--- src/rtl/enc8b10b_pkg.sv ---
// Shared constants and code tables for the 8b/10b encoder.
// All tables hold the RD- form; the RD+ form is the bitwise complement where one exists.
package enc8b10b_pkg;

  localparam bit RD_NEG = 1'b0;
  localparam bit RD_POS = 1'b1;

  localparam logic [7:0] K28_0 = 8'h1C;
  localparam logic [7:0] K28_1 = 8'h3C;
  localparam logic [7:0] K28_5 = 8'hBC;
  localparam logic [7:0] K28_7 = 8'hFC;
  localparam logic [7:0] K23_7 = 8'hF7;
  localparam logic [7:0] K27_7 = 8'hFB;
  localparam logic [7:0] K29_7 = 8'hFD;
  localparam logic [7:0] K30_7 = 8'hFE;

  localparam logic [5:0] K28_6B_NEG = 6'b001111;
  localparam logic [3:0] A7_4B_NEG  = 4'b0111;

  // 5b/6b data codes, abcdei with a as the MSB, RD- column.
  function automatic logic [5:0] enc6_neg(input logic [4:0] x);
    case (x)
      5'd0:  return 6'b100111;  5'd1:  return 6'b011101;
      5'd2:  return 6'b101101;  5'd3:  return 6'b110001;
      5'd4:  return 6'b110101;  5'd5:  return 6'b101001;
      5'd6:  return 6'b011001;  5'd7:  return 6'b111000;
      5'd8:  return 6'b111001;  5'd9:  return 6'b100101;
      5'd10: return 6'b010101;  5'd11: return 6'b110100;
      5'd12: return 6'b001101;  5'd13: return 6'b101100;
      5'd14: return 6'b011100;  5'd15: return 6'b010111;
      5'd16: return 6'b011011;  5'd17: return 6'b100011;
      5'd18: return 6'b010011;  5'd19: return 6'b110010;
      5'd20: return 6'b001011;  5'd21: return 6'b101010;
      5'd22: return 6'b011010;  5'd23: return 6'b111010;
      5'd24: return 6'b110011;  5'd25: return 6'b100110;
      5'd26: return 6'b010110;  5'd27: return 6'b110110;
      5'd28: return 6'b001110;  5'd29: return 6'b101110;
      5'd30: return 6'b011110;  default: return 6'b101011;
    endcase
  endfunction

  // 3b/4b data codes, fghj, for a negative disparity after the 6b block (primary D.x.7).
  function automatic logic [3:0] enc4_neg(input logic [2:0] y);
    case (y)
      3'd0: return 4'b1011;  3'd1: return 4'b1001;
      3'd2: return 4'b0101;  3'd3: return 4'b1100;
      3'd4: return 4'b1101;  3'd5: return 4'b1010;
      3'd6: return 4'b0110;  default: return 4'b1110;
    endcase
  endfunction

  // 3b/4b control codes for a negative disparity after the 6b block; always complemented at RD+.
  function automatic logic [3:0] k4_neg(input logic [2:0] y);
    case (y)
      3'd0: return 4'b1011;  3'd1: return 4'b0110;
      3'd2: return 4'b1010;  3'd3: return 4'b1100;
      3'd4: return 4'b1101;  3'd5: return 4'b0101;
      3'd6: return 4'b1001;  default: return A7_4B_NEG;
    endcase
  endfunction

  function automatic logic is_legal_k(input logic [7:0] b);
    return (b[4:0] == 5'd28) || (b == K23_7) || (b == K27_7) ||
           (b == K29_7) || (b == K30_7);
  endfunction

endpackage

--- src/rtl/enc8b10b_if.sv ---
// Stream bundle between framing logic, the encoder and the serializer.
interface enc8b10b_if #(parameter int LANES = 1);
  logic [8*LANES-1:0]  datain;
  logic [LANES-1:0]    kin;
  logic                in_valid;
  logic                in_ready;
  logic [10*LANES-1:0] dataout;
  logic                out_valid;
  logic                out_ready;
  logic [LANES-1:0]    code_err;

  modport master (output datain, kin, in_valid, out_ready,
                  input  in_ready, dataout, out_valid, code_err);
  modport slave  (input  datain, kin, in_valid, out_ready,
                  output in_ready, dataout, out_valid, code_err);
endinterface

--- src/rtl/enc8b10b_lane.sv ---
// Combinational single-byte 8b/10b encoder; rd_in/rd_out chain lanes together.
module enc8b10b_lane
  import enc8b10b_pkg::*;
(
  input  logic [7:0] data,
  input  logic       k,
  input  logic       rd_in,
  output logic [9:0] sym10,
  output logic       rd_out,
  output logic       err
);

  logic [4:0] x;
  logic [2:0] y;
  logic       legal_k;
  logic       k28;
  logic [5:0] c6n, c6;
  logic [3:0] c4n, c4;
  logic       flip6, flip4, rd6, use_a7;

  assign x       = data[4:0];
  assign y       = data[7:5];
  assign legal_k = k && is_legal_k(data);
  assign k28     = legal_k && (x == 5'd28);

  always_comb begin
    c6n   = k28 ? K28_6B_NEG : enc6_neg(x);
    // D.7 is balanced but still has two spellings, so it flips with RD like unbalanced codes.
    flip6 = ($countones(c6n) != 3) || (x == 5'd7);
    c6    = (rd_in && flip6) ? ~c6n : c6n;
    rd6   = rd_in ^ ($countones(c6n) != 3);

    // Alternate D.x.7 avoids a run of five equal bits across the e/i-f/g boundary.
    use_a7 = (!rd6 && c6[1] && c6[0]) || (rd6 && !c6[1] && !c6[0]);
    if (legal_k)                  c4n = k4_neg(y);
    else if (y == 3'd7 && use_a7) c4n = A7_4B_NEG;
    else                          c4n = enc4_neg(y);

    flip4  = legal_k || ($countones(c4n) != 2) || (y == 3'd3);
    c4     = (rd6 && flip4) ? ~c4n : c4n;
    rd_out = rd6 ^ ($countones(c4n) != 2);
    sym10  = {c6, c4};
    err    = k && !legal_k;
  end

endmodule

--- src/rtl/enc8b10b_pipe.sv ---
// Registered multi-lane 8b/10b encoder: lane chain, single output stage and running-disparity register.
module enc8b10b_pipe
  import enc8b10b_pkg::*;
#(
  parameter int LANES   = 1,
  parameter bit RD_INIT = RD_NEG
) (
  input  logic             clk,
  input  logic             rst,
  enc8b10b_if.slave        bus,
  input  logic             rd_load,
  input  logic             rd_value,
  output logic             RD
);

  logic [LANES:0]        rd_chain;
  logic [10*LANES-1:0]   sym;
  logic [LANES-1:0]      err;
  logic [10*LANES-1:0]   dataout_q;
  logic [LANES-1:0]      code_err_q;
  logic                  out_valid_q;
  logic                  rd_q;
  logic                  accept;

  // A same-cycle rd_load re-aligns the beat being encoded, not just the following one.
  assign rd_chain[0] = rd_load ? rd_value : rd_q;

  for (genvar n = 0; n < LANES; n++) begin : g_lane
    enc8b10b_lane u_lane (
      .data   (bus.datain[8*n +: 8]),
      .k      (bus.kin[n]),
      .rd_in  (rd_chain[n]),
      .sym10  (sym[10*n +: 10]),
      .rd_out (rd_chain[n+1]),
      .err    (err[n])
    );
  end

  assign bus.in_ready = !out_valid_q || bus.out_ready;
  assign accept       = bus.in_valid && bus.in_ready;

  // NOTE: state uses non-blocking assignments so every register samples pre-edge values;
  // the output data register is reset too, since its reset value is observable.
  always_ff @(posedge clk) begin
    if (rst) begin
      dataout_q   <= '0;
      code_err_q  <= '0;
      out_valid_q <= 1'b0;
      rd_q        <= RD_INIT;
    end else if (accept) begin
      dataout_q   <= sym;
      code_err_q  <= err;
      out_valid_q <= 1'b1;
      rd_q        <= rd_chain[LANES];
    end else begin
      if (bus.out_ready) out_valid_q <= 1'b0;
      if (rd_load)       rd_q        <= rd_value;
    end
  end

  assign bus.dataout   = dataout_q;
  assign bus.code_err  = code_err_q;
  assign bus.out_valid = out_valid_q;
  assign RD            = rd_q;

endmodule
--- src/flat_wrapper.sv ---
// flat-port wrapper written by rule: the top's interface ports become plain ports
module enc8b10b_pipe_flat import enc8b10b_pkg::*;
#(
  parameter int LANES   = 1,
  parameter bit RD_INIT = RD_NEG
)
  (clk, rst, rd_load, rd_value, RD, bus_datain, bus_kin, bus_in_valid, bus_out_ready, bus_in_ready, bus_dataout, bus_out_valid, bus_code_err);
  enc8b10b_if #(.LANES(LANES)) bus_i ();
  input  logic clk;
  input  logic rst;
  input  logic rd_load;
  input  logic rd_value;
  output logic RD;
  input wire logic [$bits(bus_i.datain)-1:0] bus_datain;
  input wire logic [$bits(bus_i.kin)-1:0] bus_kin;
  input wire logic [$bits(bus_i.in_valid)-1:0] bus_in_valid;
  input wire logic [$bits(bus_i.out_ready)-1:0] bus_out_ready;
  output wire logic [$bits(bus_i.in_ready)-1:0] bus_in_ready;
  output wire logic [$bits(bus_i.dataout)-1:0] bus_dataout;
  output wire logic [$bits(bus_i.out_valid)-1:0] bus_out_valid;
  output wire logic [$bits(bus_i.code_err)-1:0] bus_code_err;
  assign bus_i.datain = bus_datain;
  assign bus_i.kin = bus_kin;
  assign bus_i.in_valid = bus_in_valid;
  assign bus_i.out_ready = bus_out_ready;
  assign bus_in_ready = bus_i.in_ready;
  assign bus_dataout = bus_i.dataout;
  assign bus_out_valid = bus_i.out_valid;
  assign bus_code_err = bus_i.code_err;
  enc8b10b_pipe #(.LANES(LANES), .RD_INIT(RD_INIT)) u_core (.clk(clk), .rst(rst), .bus(bus_i), .rd_load(rd_load), .rd_value(rd_value), .RD(RD));
endmodule
--- config.mk ---
export PLATFORM = sky130hd
export DESIGN_NAME = enc8b10b_pipe_flat
export DESIGN_NICKNAME = d
export VERILOG_FILES = /design/src/rtl/enc8b10b_pkg.sv /design/src/rtl/enc8b10b_if.sv /design/src/rtl/enc8b10b_lane.sv /design/src/rtl/enc8b10b_pipe.sv /design/src/flat_wrapper.sv
export SDC_FILE = /design/constraint.sdc
export NUM_CORES = 1
export LEC_CHECK = 0
export BUFFER_PORTS_ARGS = -buffer_cell sky130_fd_sc_hd__buf_4
export CORE_MARGIN = 2
export CORE_UTILIZATION = 32
export DETAILED_ROUTE_END_ITERATION = 8
export GPL_ROUTABILITY_DRIVEN = 0
export HOLD_SLACK_MARGIN = 0.12
export PLACE_DENSITY = 0.63
export SETUP_SLACK_MARGIN = 0.4
export SLEW_MARGIN = 40
export SYNTH_ARGS = -nofsm -noshare
export SYNTH_HDL_FRONTEND = slang
export SYNTH_SLANG_ARGS = --single-unit
--- constraint.sdc ---
create_clock -name clk -period 9 [get_ports clk]
set_input_delay 1.35 -clock clk [delete_from_list [all_inputs] [get_ports clk]]
set_output_delay 1.35 -clock clk [all_outputs]
set_load 0.01 [all_outputs]
# Word level (Yosys, flattened, before mapping)
# Memory sizes are Yosys's and may differ from the RTL's.
# Index checks and enable logic that the tools add are counted.
# Widths: inputs -> output; s select.
dict set report totals {
  register_bits 13
  romBits 192
  inputBits 15
  word_cells 70
  n_memories 1
}
# memory depth width read_ports rd_ports_with_merged_regs wr line_no
set mem_list {}
lappend mem_list {{(no name shown)} 32 6 1 0 0 enc8b10b_pkg.sv:22} ;# case (x)
dict set report classes {
  add_sub_neg 8
  n_eq_ne 15
  mux 11
  bitwise_logic 4
  reduce_logical 27
}
# op count
set op_table {}
lappend op_table {{$pmux 4 s7} 2}
lappend op_table {{$eq 8x8->1 const B} 4}
lappend op_table {{$eq 3x3->1 const B} 4}
lappend op_table {{$mux 4} 3}
lappend op_table {{$mux 6} 2}
lappend op_table {{$logic_and 1x1->1} 11}
lappend op_table {{$add 1x1->2} 5}
lappend op_table {{$logic_or 1x1->1} 9}
lappend op_table {{$add 2x2->3} 2}
lappend op_table {{$eq 3x2->1 const B} 2}
lappend op_table {{$not 6->6} 1}
lappend op_table {{$eq 5x3->1 const B} 1}
lappend op_table {{$eq 5x5->1 const B} 1}
lappend op_table {{$logic_not 1->1} 5}
lappend op_table {{$add 3x2->4} 1}
lappend op_table {{$mux 1} 4}
lappend op_table {{$ne 4x2->1 const B} 1}
lappend op_table {{$not 4->4} 1}
lappend op_table {{$eq 3x1->1 const B} 1}
lappend op_table {{$logic_not 3->1} 1}
lappend op_table {{$ne 3x2->1 const B} 1}
lappend op_table {{$reduce_bool 2->1} 1}
lappend op_table {{$xor 1x1->1} 2}

# Longest topological paths before layout
# Gate-level depths: netlist of the first run.
dict set report logic_depth {
  word_depth 29
  depth_mapped 26
}

# By module
# Synthesis of the first run repeated with hierarchy kept, for this count alone.
dict set report unflattened {
  hier_cells 181
  hier_area_um2 1581.5
}
# module instances cells_each area_per_inst_um2 seq_area_each_um2
set modules_own_cells {}
lappend modules_own_cells {enc8b10b_lane 1 121 975.9 0.0}
lappend modules_own_cells {enc8b10b_pipe 1 60 605.6 260.2}

# Least setup slack after synthesis of the first run
# OpenSTA, ideal clock, no wires.
dict set report synth_path {
  path_type {input to register}
  startpoint {input bus_datain[0]}
  endpoint {register u_core.dataout_q[3], in the netlist u_core.bus.dataout[3]}
  t_arrival_ps 7373
  slack_ps 1552
  path_stages 25
  path_buffers 0
  cell_sequence {inv_1 -> ha_1 -> mux2i_1 -> and3_1 -> o31a_4 -> fa_1 -> fa_1 -> inv_1 -> ha_1 -> inv_1 -> fa_1 -> nand3b_1 -> o21bai_1 -> or4_1 -> mux2i_2 -> o22ai_1 -> fa_1 -> ha_1 -> ha_1 -> nor3b_1 -> o21ai_0 -> nand2_1 -> o21ai_2 -> or4b_1 -> a31oi_1}
}
dict set report synth_between {
  elab_chain_len 29
  word_cells_on_any_way 45
}
# item line_no
set synth_lines {}
lappend synth_lines {{start: declaration} flat_wrapper.sv:14} ;# input wire logic [$bits(bus_i.datain)-1:0] bus_datain;
lappend synth_lines {{$eq 8x8->1 or $eq 5x5->1 (tied branches)} {enc8b10b_pkg.sv:63, enc8b10b_lane.sv:24}}
lappend synth_lines {{$logic_or 1x1->1 (3 in series)} enc8b10b_pkg.sv:63} ;# return (b[4:0] == 5'd28) || (b == K23_7) || (b == K27_7) ||
lappend synth_lines {{$logic_or 1x1->1} enc8b10b_pkg.sv:64} ;# (b == K29_7) || (b == K30_7);
lappend synth_lines {{$logic_and 1x1->1} enc8b10b_lane.sv:23} ;# assign legal_k = k && is_legal_k(data);
lappend synth_lines {{$logic_and 1x1->1} enc8b10b_lane.sv:24} ;# assign k28 = legal_k && (x == 5'd28);
lappend synth_lines {{$mux 6} enc8b10b_lane.sv:27} ;# c6n = k28 ? K28_6B_NEG : enc6_neg(x);
lappend synth_lines {{$add 1x1->2 (not written as such)} {enc8b10b_lane.sv:29, enc8b10b_lane.sv:31}}
lappend synth_lines {{$add 2x2->3 (not written as such)} {enc8b10b_lane.sv:29, enc8b10b_lane.sv:31}}
lappend synth_lines {{(+10 left out)} n/a}
lappend synth_lines {{$mux 4} enc8b10b_lane.sv:36} ;# else if (y == 3'd7 && use_a7) c4n = A7_4B_NEG;
lappend synth_lines {{$mux 4} enc8b10b_lane.sv:35} ;# if (legal_k) c4n = k4_neg(y);
lappend synth_lines {{$add 1x1->2 (not written as such)} enc8b10b_lane.sv:39} ;# flip4 = legal_k || ($countones(c4n) != 2) || (y == 3'd3);
lappend synth_lines {{$add 2x2->3 (not written as such)} enc8b10b_lane.sv:39}
lappend synth_lines {{$ne 3x2->1} enc8b10b_lane.sv:39}
lappend synth_lines {{$logic_or 1x1->1 (2 in series)} enc8b10b_lane.sv:39}
lappend synth_lines {{$logic_and 1x1->1} enc8b10b_lane.sv:40} ;# c4 = (rd6 && flip4) ? ~c4n : c4n;
lappend synth_lines {{$mux 4 (*)} enc8b10b_lane.sv:40}
lappend synth_lines {{end signal: assignment} enc8b10b_pipe.sv:51} ;# dataout_q <= sym;
lappend synth_lines {{end: declaration} enc8b10b_pipe.sv:19} ;# logic [10*LANES-1:0] dataout_q;
# Mark *: on every way between the ends. The rest lies on a longest branch, timed or not.
# A chain may end at the register's enable or synchronous reset.

# Worst setup path in the final report of the first run
dict set report layout_path {
  startpoint {input bus_datain[1]}
  endpoint {register u_core.dataout_q[3], in the netlist u_core.bus.dataout[3]}
}
# The elaborated chain is that of the path after synthesis.

==> impl_metrics.ini, run 1 <==
[drt]
firstDrtPassIters = 4
met1_length_mm = 1.69
routed-via-count = 1411
drt_iter0_drc = 56
drt_wl_total_mm = 3.28
wl_met2_mm = 1.39
routedWlPerCell_microns = 11.8
vias_per_cell = 5.06
ant_nets = 0
dr_wl_met3_microns = 157
drc = 0
route.top_layer_used = met4

[grt]
grt_overflow = 0
antenna_found_initial = 0
grt_use_total_pct = 12.3
grt_pass1_vias = 1196
grt_max_degree = 25
grt_pass1_wl_mm = 5.41

[layout]
fin_util_pct = 39.4
drive_gt1_share_pct = 22.6
diodes = 0
area_growth_pct = 18.1
n_fill_cell = 502
nets = 243
final_area_sq_mm = 0.00186
multi_input_area_sq_mm = 0.00122
ff_latch_area_sq_um = 260

[timing]
setup_violations = 0
tightest_slew_ns = 0.600
relSlewSlack_pct = 59.9
setup_tns_ns = 0
fin_ws_ns = 1.09
skew_ns = 0.00134
period_share_pct = 87.9
drv_slew = 0
clock.fmax_mhz = 126
hold_viol = 0
min_period_ns = 7.91
rsz0062_at_grt = no

[clock_network]
cts_inserted_buffers = 3
clk_pin_slew_worst_paths_ns = 0.05
numClockSinks = 13
clockRootBuffer = clkbuf_8
clk_latency_ns = 0.24
htree_levels = 1
post-cts-setup-buffer-count = 0
ctsResizeCount = 0
cts_tree = done
postCtsHoldBufs = 0
cts_buffer_depth = 2

[hold_path]
hp-start = u_core.bus.dataout[5]
hp-class = register to register

[synth]
ys_types = 61
synth_edf_count = 0
synthAdderAreaFrac_pct = 13.8
ys.flop_type = dfxtp_1
yosys.area.top_type = dfxtp_1
synth-seq-cells = 13
ys_warn_count = 0
synth.net_count = 221
yosysSeqAreaShare_pct = 16.5
synthTopCellsByArea = dfxtp_1 (17%), ha_1 (8.7%), fa_1 (5.1%)
syn_inst = 191
synth_compound_area_share_pct = 28.6
synth_mux_area_share_pct = 6.99
synth_top_area_share_pct = 16.5
synth_area_sq_mm = 0.00158
synth-async-reset-ratio_pct = 0
avgSynthCellArea_sq_um = 8.25
synthSimpleGateAreaFrac_pct = 21.6
synth_top_family_by_area = compound AO/OA/AOI/OAI gates
yosys.area_share.xor_xnor_pct = 6.67

[pwr]
power_frac_comb_pct = 55.4
power.share.sequential_pct = 26.3
power-per-cell-area_mw_per_mm2 = 149
swShare_pct = 38.1
p_sw_uw = 105
total_power_uw = 277
pwr-share-clk_pct = 18.3
intPower_uw = 171
ir_worst_vdd_uv = 49.0
p_leak_uw = 0.000760

[die]
initial_core_util_pct = 33.4
fp.dieArea_sq_mm = 0.00550
ios = 29
fp.dieW_microns = 74.2
die_y_microns = 74.2
core_area_sq_mm = 0.00472
rows = 25

[placed_design]
place_area_sq_mm = 0.00182
dp_hpwl_mm = 2.59
pre_cts_ws_ns = 0.806
io_buffer_count = 28

[setup_path]
startpoint = bus_datain[1]
r2r-start = u_core.RD
crit_path_end_kind = register
arrival_ns = 8.08
crit_type = input pin to register
crit_fanout = 7
required_ns = 9.17
cp-start-kind = input pin

[run_status]
status = complete, no violations

[job]
maxCapViolations = 0
## cells in the mapped netlist (all sizes together), types with 2 or more instances
library cell,n
nor2,9
mux2,2
nand2b,6
o21bai,2
and4,2
a21boi,3
xor2,4
mux2i,8
ha,11
o21ai,11
nor2b,2
a311oi,4
and2,6
or3,2
o22ai,3
fa,4
xnor2,8
inv,10
a211oi,5
nand2,19
buf,3
o31a,2
a21oi,13
o211ai,2
nand3,2
dfxtp,13
a31oi,2
nor3b,4
clkbuf,8
## metrics by stage
step | cells | hold WS, ns
after global routing | 279 | 0.469
after global placement | 275 | 0.441
final | 279 | 0.450
after floorplan | 191 | 0.476
after detailed placement | 275 | 0.447
after CTS | 279 | 0.452
## layer usage
layer	up-vias	track usage [%]
met2	40	19.1
li1	747	-
met3	4	0.813
met5	-	0
met4	0	4.85
met1	620	17.7
## final timing paths
check,endpoint,slack (ns),cells after the start
worst max-delay path,u_core.bus.dataout[3],1.09,26
worst min-delay path,u_core.bus.dataout[5],0.45,2
worst max register to register,u_core.bus.dataout[3],4.86,14
worst min register to register,u_core.bus.dataout[5],0.45,2
## layout by cell type, fill, tap and decap left out, types with 3 or more instances in the layout
cell and n:
nor3b_1 4, nand2_1 19, and2_1 5, ha_1 11, clkbuf_8 3, inv_1 10, fa_1 4, o21ai_0 9
nand2b_1 5, a21boi_0 3, dfxtp_1 13, buf_4 28, nor2_1 9, a21oi_1 12, xor2_1 4, o22ai_1 3
mux2i_1 6, a211oi_1 5, xnor2_1 8
## power groups by stage
stage	registers [uW]	logic (uW)	clock network [uW]
floorplan	78.3	110	0
global placement	73.9	152	0
detailed placement	74.0	155	0
CTS	72.9	155	52.8
global route	73.7	174	55.5
finish	72.8	153	50.6
## area by class of cell
class	count	share of cell area, %
Clock buffer	4	2.42
Inverter	10	2.02
Multi-Input combinational cell	157	65.8
Sequential cell	13	14.0
Tap cell	67	4.51
Timing Repair Buffer	28	11.3
## registers in the layout, indices dropped and copies added (netlist names)
| register | flops |
|---|---|
| u_core.bus.code_err | 1 |
| u_core.bus.dataout | 10 |
| u_core.bus.out_valid | 1 |
| u_core.RD | 1 |
## worst max-delay path, stage by stage
cell,delay (ns)
buf_4,0.14
inv_1,0.13
ha_1,0.28
mux2i_1,0.10
and3_1,0.20
o31a_4,0.37
fa_1,0.51
fa_1,0.54
inv_1,0.05
ha_1,0.18
inv_1,0.06
fa_1,0.39
nand3b_1,0.28
o21bai_1,0.26
or4_1,0.44
mux2i_2,0.27
o22ai_1,0.15
fa_1,0.45
ha_1,0.19
ha_1,0.26
nor3b_1,0.40
o21ai_0,0.19
nand2_1,0.15
o21ai_2,0.09
or4b_1,0.50
a31oi_1,0.15
## cells by family (layout without fill, tap and decap cells)
logic type               after synthesis  in the layout
XOR/XNOR                              12             12
buffers and inverters                 21             42
AO/OA/AOI/OAI                         59             59
flip-flops                            13             13
adder cells (fa/ha/maj)               15             15
multiplexers                          10             10
AND/OR/NAND/NOR                       61             61
No activity file was read; power rests on OpenSTA's default activity.
==> run 2, diff against run 1 <==
--- a/config.mk
+++ b/config.mk
@@ -11,7 +11,6 @@
 export DETAILED_ROUTE_END_ITERATION = 8
 export GPL_ROUTABILITY_DRIVEN = 0
 export HOLD_SLACK_MARGIN = 0.12
-export PLACE_DENSITY = 0.63
 export SETUP_SLACK_MARGIN = 0.4
 export SLEW_MARGIN = 40
 export SYNTH_ARGS = -nofsm -noshare
==> run 2 against run 1 <==
  * Total power is 0.63% lower
  * Critical path depth stayed put
  * Largest cell class unchanged
  * Sequential power hardly changed
  * Register-to-register slack better by 0.03 ns
  * Clock power is 3% lower
  * Non-clock buffer count stayed put
  * Sequential share of layout area stayed put
  * Final cell count stayed put
  * Routed wire length is 0.55% higher
  * Clock skew is 0.0028 ns higher
  * First-iteration DRC count is 38% lower
==> impl_metrics.ini, run 2 (synthesis gave the netlist of run 1 again) <==
[run_status]
status = complete, no violations

[timing]
min_period_ns = 7.86
setup_violations = 0
period_share_pct = 87.4
clock.fmax_mhz = 127
setup_tns_ns = 0
rsz0062_at_grt = no
drv_slew = 0
tightest_slew_ns = 0.602
relSlewSlack_pct = 59.8
hold_viol = 0
fin_ws_ns = 1.14
skew_ns = 0.00417

[clock_network]
clk_latency_ns = 0.24
cts_inserted_buffers = 3
clockRootBuffer = clkbuf_8
post-cts-setup-buffer-count = 0
clk_pin_slew_worst_paths_ns = 0.05
cts_tree = done
numClockSinks = 13
cts_buffer_depth = 2
postCtsHoldBufs = 0
htree_levels = 1
ctsResizeCount = 0

[drt]
firstDrtPassIters = 4
routed-via-count = 1397
drc = 0
drt_iter0_drc = 35
routedWlPerCell_microns = 11.8
drt_wl_total_mm = 3.30
vias_per_cell = 5.01
ant_nets = 0

[layout]
diodes = 0
area_growth_pct = 18.1
largest_register_ffs = 10
most-common-layout-cells = buf_4 (28), nand2_1 (19), dfxtp_1 (13)
nets = 243
drive_gt1_share_pct = 22.6
final_common_cell = buf_4

[die]
core_area_sq_mm = 0.00472
die_y_microns = 74.2
fp.dieW_microns = 74.2
initial_core_util_pct = 33.4
rows = 25
ios = 29
fp.dieArea_sq_mm = 0.00550

[pwr]
intPower_uw = 171
power_frac_comb_pct = 55.6
pwr-share-clk_pct = 17.9
swShare_pct = 37.7
p_sw_uw = 104
ir_worst_vdd_uv = 49.6
power-per-cell-area_mw_per_mm2 = 148
power.share.sequential_pct = 26.5
p_leak_uw = 0.000760

[placed_design]
io_buffer_count = 28
pre_cts_ws_ns = 0.833
dp_hpwl_mm = 2.63

[setup_path]
startpoint = bus_datain[0]
timing.rr.end = u_core.bus.dataout[3]
arrival_ns = 8.02
r2r-start = u_core.RD
worstSetupEndpoint = u_core.bus.dataout[3]
crit_path_end_kind = register
rrSetupSlack_ns = 4.89
crit_fanout = 7
required_ns = 9.16
critPathSlowestCell = fa_1
ff2ff_path_depth = 14
crit_type = input pin to register
slowest_delay_ns = 0.54
cp-start-kind = input pin

[grt]
grt_pass1_vias = 1228
antenna_found_initial = 0
grt_max_degree = 25
grt_pass1_wl_mm = 5.66
grt_overflow = 0
grt_use_total_pct = 12.9

[job]
maxCapViolations = 0

[hold_path]
hp-class = register to register
-- run 2: layout make-up --
type / instances / area [sq um]
clock buffers: 4 / 45.0
fillers: 486 / 2860
inverters: 10 / 37.5
multi-input cells: 157 / 1220
flip-flops and latches: 13 / 260
well taps: 67 / 83.8
repair buffers: 28 / 210
-- run 2: layer usage --
layer	GRT usage [%]	vias to the layer above	wire length [microns]
li1	-	742	-
met1	18.3	615	1710
met2	20.4	36	1400
met3	1.49	4	154
met4	4.24	0	39
met5	0	-	0
-- run 2: worst max-delay path: cells and delay by family --
kind / cells / cell delay [ns]
compound gates: 6 / 1.21
fa+ha+maj: 8 / 2.80
buf+inv: 4 / 0.36
mux: 2 / 0.37
simple gates: 6 / 1.93
-- run 2: stage by stage --
stage	area (sq um)	hold WS [ns]	power [uW]	std cells	util (%)
final	1860	0.453	275	279	39.4
after CTS	1860	0.456	278	279	39.4
after detailed placement	1820	0.450	228	275	38.4
after global placement	1820	0.443	227	275	38.4
after global routing	1860	0.475	303	279	39.4
after floorplan	1580	0.476	188	191	-
-- run 2: power groups by stage --
stage / clock [uW] / sequential (uW) / combinational [uW]
2_1_floorplan: 0 / 78.3 / 110
3_3_place_gp: 0 / 73.9 / 153
3_5_place_dp: 0 / 74.2 / 154
4_1_cts: 50.7 / 73.0 / 155
5_1_grt: 53.9 / 73.9 / 175
6_report: 49.2 / 73.0 / 153
-- run 2: how the worst min path moves through the flow --
stage / start / slack (ns) / cells past startpoint / endpoint
floorplan: u_core.bus.dataout[4] / 0.48 / 2 / u_core.bus.dataout[4]
global placement: u_core.bus.code_err / 0.44 / 2 / u_core.bus.code_err
detailed placement: u_core.bus.dataout[7] / 0.45 / 2 / u_core.bus.dataout[7]
CTS: u_core.bus.code_err / 0.46 / 2 / u_core.bus.code_err
global route: u_core.bus.dataout[5] / 0.47 / 2 / u_core.bus.dataout[5]
finish: u_core.bus.code_err / 0.45 / 2 / u_core.bus.code_err
==> run 3, diff against run 2 <==
--- a/config.mk
+++ b/config.mk
@@ -7,7 +7,7 @@
 export LEC_CHECK = 0
 export BUFFER_PORTS_ARGS = -buffer_cell sky130_fd_sc_hd__buf_4
 export CORE_MARGIN = 2
-export CORE_UTILIZATION = 32
+export CORE_UTILIZATION = 25
 export DETAILED_ROUTE_END_ITERATION = 8
 export GPL_ROUTABILITY_DRIVEN = 0
 export HOLD_SLACK_MARGIN = 0.12
==> run 3 against run 2 <==
  * Fmax is 1.0% lower
  * Register-to-register slack worse by 0.09 ns
  * Clock skew hardly changed
  * Setup slack lost 0.081 ns
  * Non-clock buffer count unchanged
  * Clock-buffer cell count is 1 lower
  * Critical path type unchanged
  * Largest cell class unchanged
  * Largest power group unchanged
==> impl_metrics.ini, run 3 (synthesis gave the netlist of run 1 again) <==
[grt]
grt_pass1_vias = 1355
grt_overflow = 0
antenna_found_initial = 0
grt_max_degree = 25
grt_use_total_pct = 10.1
grt_pass1_wl_mm = 6.04

[clock_network]
clk_latency_ns = 0.24
numClockSinks = 13
post-cts-setup-buffer-count = 0
clockRootBuffer = clkbuf_8
htree_levels = 1
postCtsHoldBufs = 0
cts_inserted_buffers = 3
cts_tree = done
cts_buffer_depth = 2
ctsResizeCount = 0
clk_pin_slew_worst_paths_ns = 0.06

[layout]
most-common-layout-cells = buf_4 (28), nand2_1 (19), dfxtp_1 (13)
final_area_sq_mm = 0.00187
area_growth_pct = 18.8
nets = 243
largest_register_ffs = 10
drive_gt1_share_pct = 23.1
final_common_cell = buf_4
diodes = 0

[setup_path]
required_ns = 9.17
cp-start-kind = input pin
crit_type = input pin to register
crit_fanout = 7
crit_path_end_kind = register
slowest_delay_ns = 0.54
arrival_ns = 8.12
critPathSlowestCell = fa_1

[placed_design]
place_area_sq_mm = 0.00183
io_buffer_count = 28
dp_hpwl_mm = 2.77
pre_cts_ws_ns = 0.810

[pwr]
power-per-cell-area_mw_per_mm2 = 150
total_power_uw = 280
p_leak_uw = 0.000763
ir_worst_vdd_uv = 71.9

[drt]
drt_wl_total_mm = 3.49
vias_per_cell = 5.00
firstDrtPassIters = 4
routed-via-count = 1436
drc = 0
drt_iter0_drc = 62
ant_nets = 0
routedWlPerCell_microns = 12.2

[die]
fp.dieArea_sq_mm = 0.00695
initial_core_util_pct = 26.3
die_y_microns = 83.4
core_area_sq_mm = 0.00599
rows = 28
ios = 29
fp.dieW_microns = 83.4

[timing]
setup_tns_ns = 0
period_share_pct = 88.3
setup_violations = 0
clock.fmax_mhz = 126
hold_viol = 0
fin_ws_ns = 1.05
tightest_slew_ns = 0.614
holdWs_ns = 0.456
skew_ns = 0.00439
relSlewSlack_pct = 59.0
drv_slew = 0
rsz0062_at_grt = no
min_period_ns = 7.95

[hold_path]
hp-class = register to register

[job]
maxCapViolations = 0

[run_status]
status = complete, no violations
## run 3: final cells by class
class / instances / area [sq um]
timing repair buffer: 28 / 210
clock inverter: 1 / 5.00
clock buffer: 3 / 41.3
sequential: 13 / 260
inverter: 10 / 37.5
multi-input combinational: 157 / 1220
tap: 75 / 93.8
fill: 646 / 4120
## run 3: per-layer routing
layer	vias to the layer above	GRT usage [%]	wire (microns)
met2	32	18.3	1690
met5	-	0	0
met3	4	2.68	152
met4	0	1.64	35
met1	659	12.2	1610
li1	741	-	-
## run 3: through the flow
| step | std cells | utilization [%] |
|---|---|---|
| after global routing | 287 | 31.2 |
| after floorplan | 191 | - |
| after CTS | 287 | 31.2 |
| after detailed placement | 283 | 30.5 |
| final | 287 | 31.2 |
| after global placement | 283 | 30.5 |
## run 3: worst paths after layout
path                                       startpoint               endpoint  slack (ns)  cells after the start
worst max-delay path                    bus_datain[0]  u_core.bus.dataout[3]        1.05                     26
worst min-delay path            u_core.bus.dataout[7]  u_core.bus.dataout[7]        0.46                      2
worst max register to register              u_core.RD  u_core.bus.dataout[3]        4.80                     14
worst min register to register  u_core.bus.dataout[7]  u_core.bus.dataout[7]        0.46                      2
## run 3: power breakdown
part           internal [uW]  total, uW  switching (uW)  leakage, uW
sequential              67.6       72.9            5.36     0.000108
clock                   30.6       52.3            21.8    0.0000255
combinational           72.8        155            81.9     0.000630
total                    171        280             109     0.000763
## run 3: worst max-delay path: cells and delay by family
family                   cells  cell delay [ns]
AO/OA/AOI/OAI                6             1.21
multiplexers                 2             0.35
adder cells (fa/ha/maj)      8             2.81
buffers and inverters        4             0.37
AND/OR/NAND/NOR              6             2.00
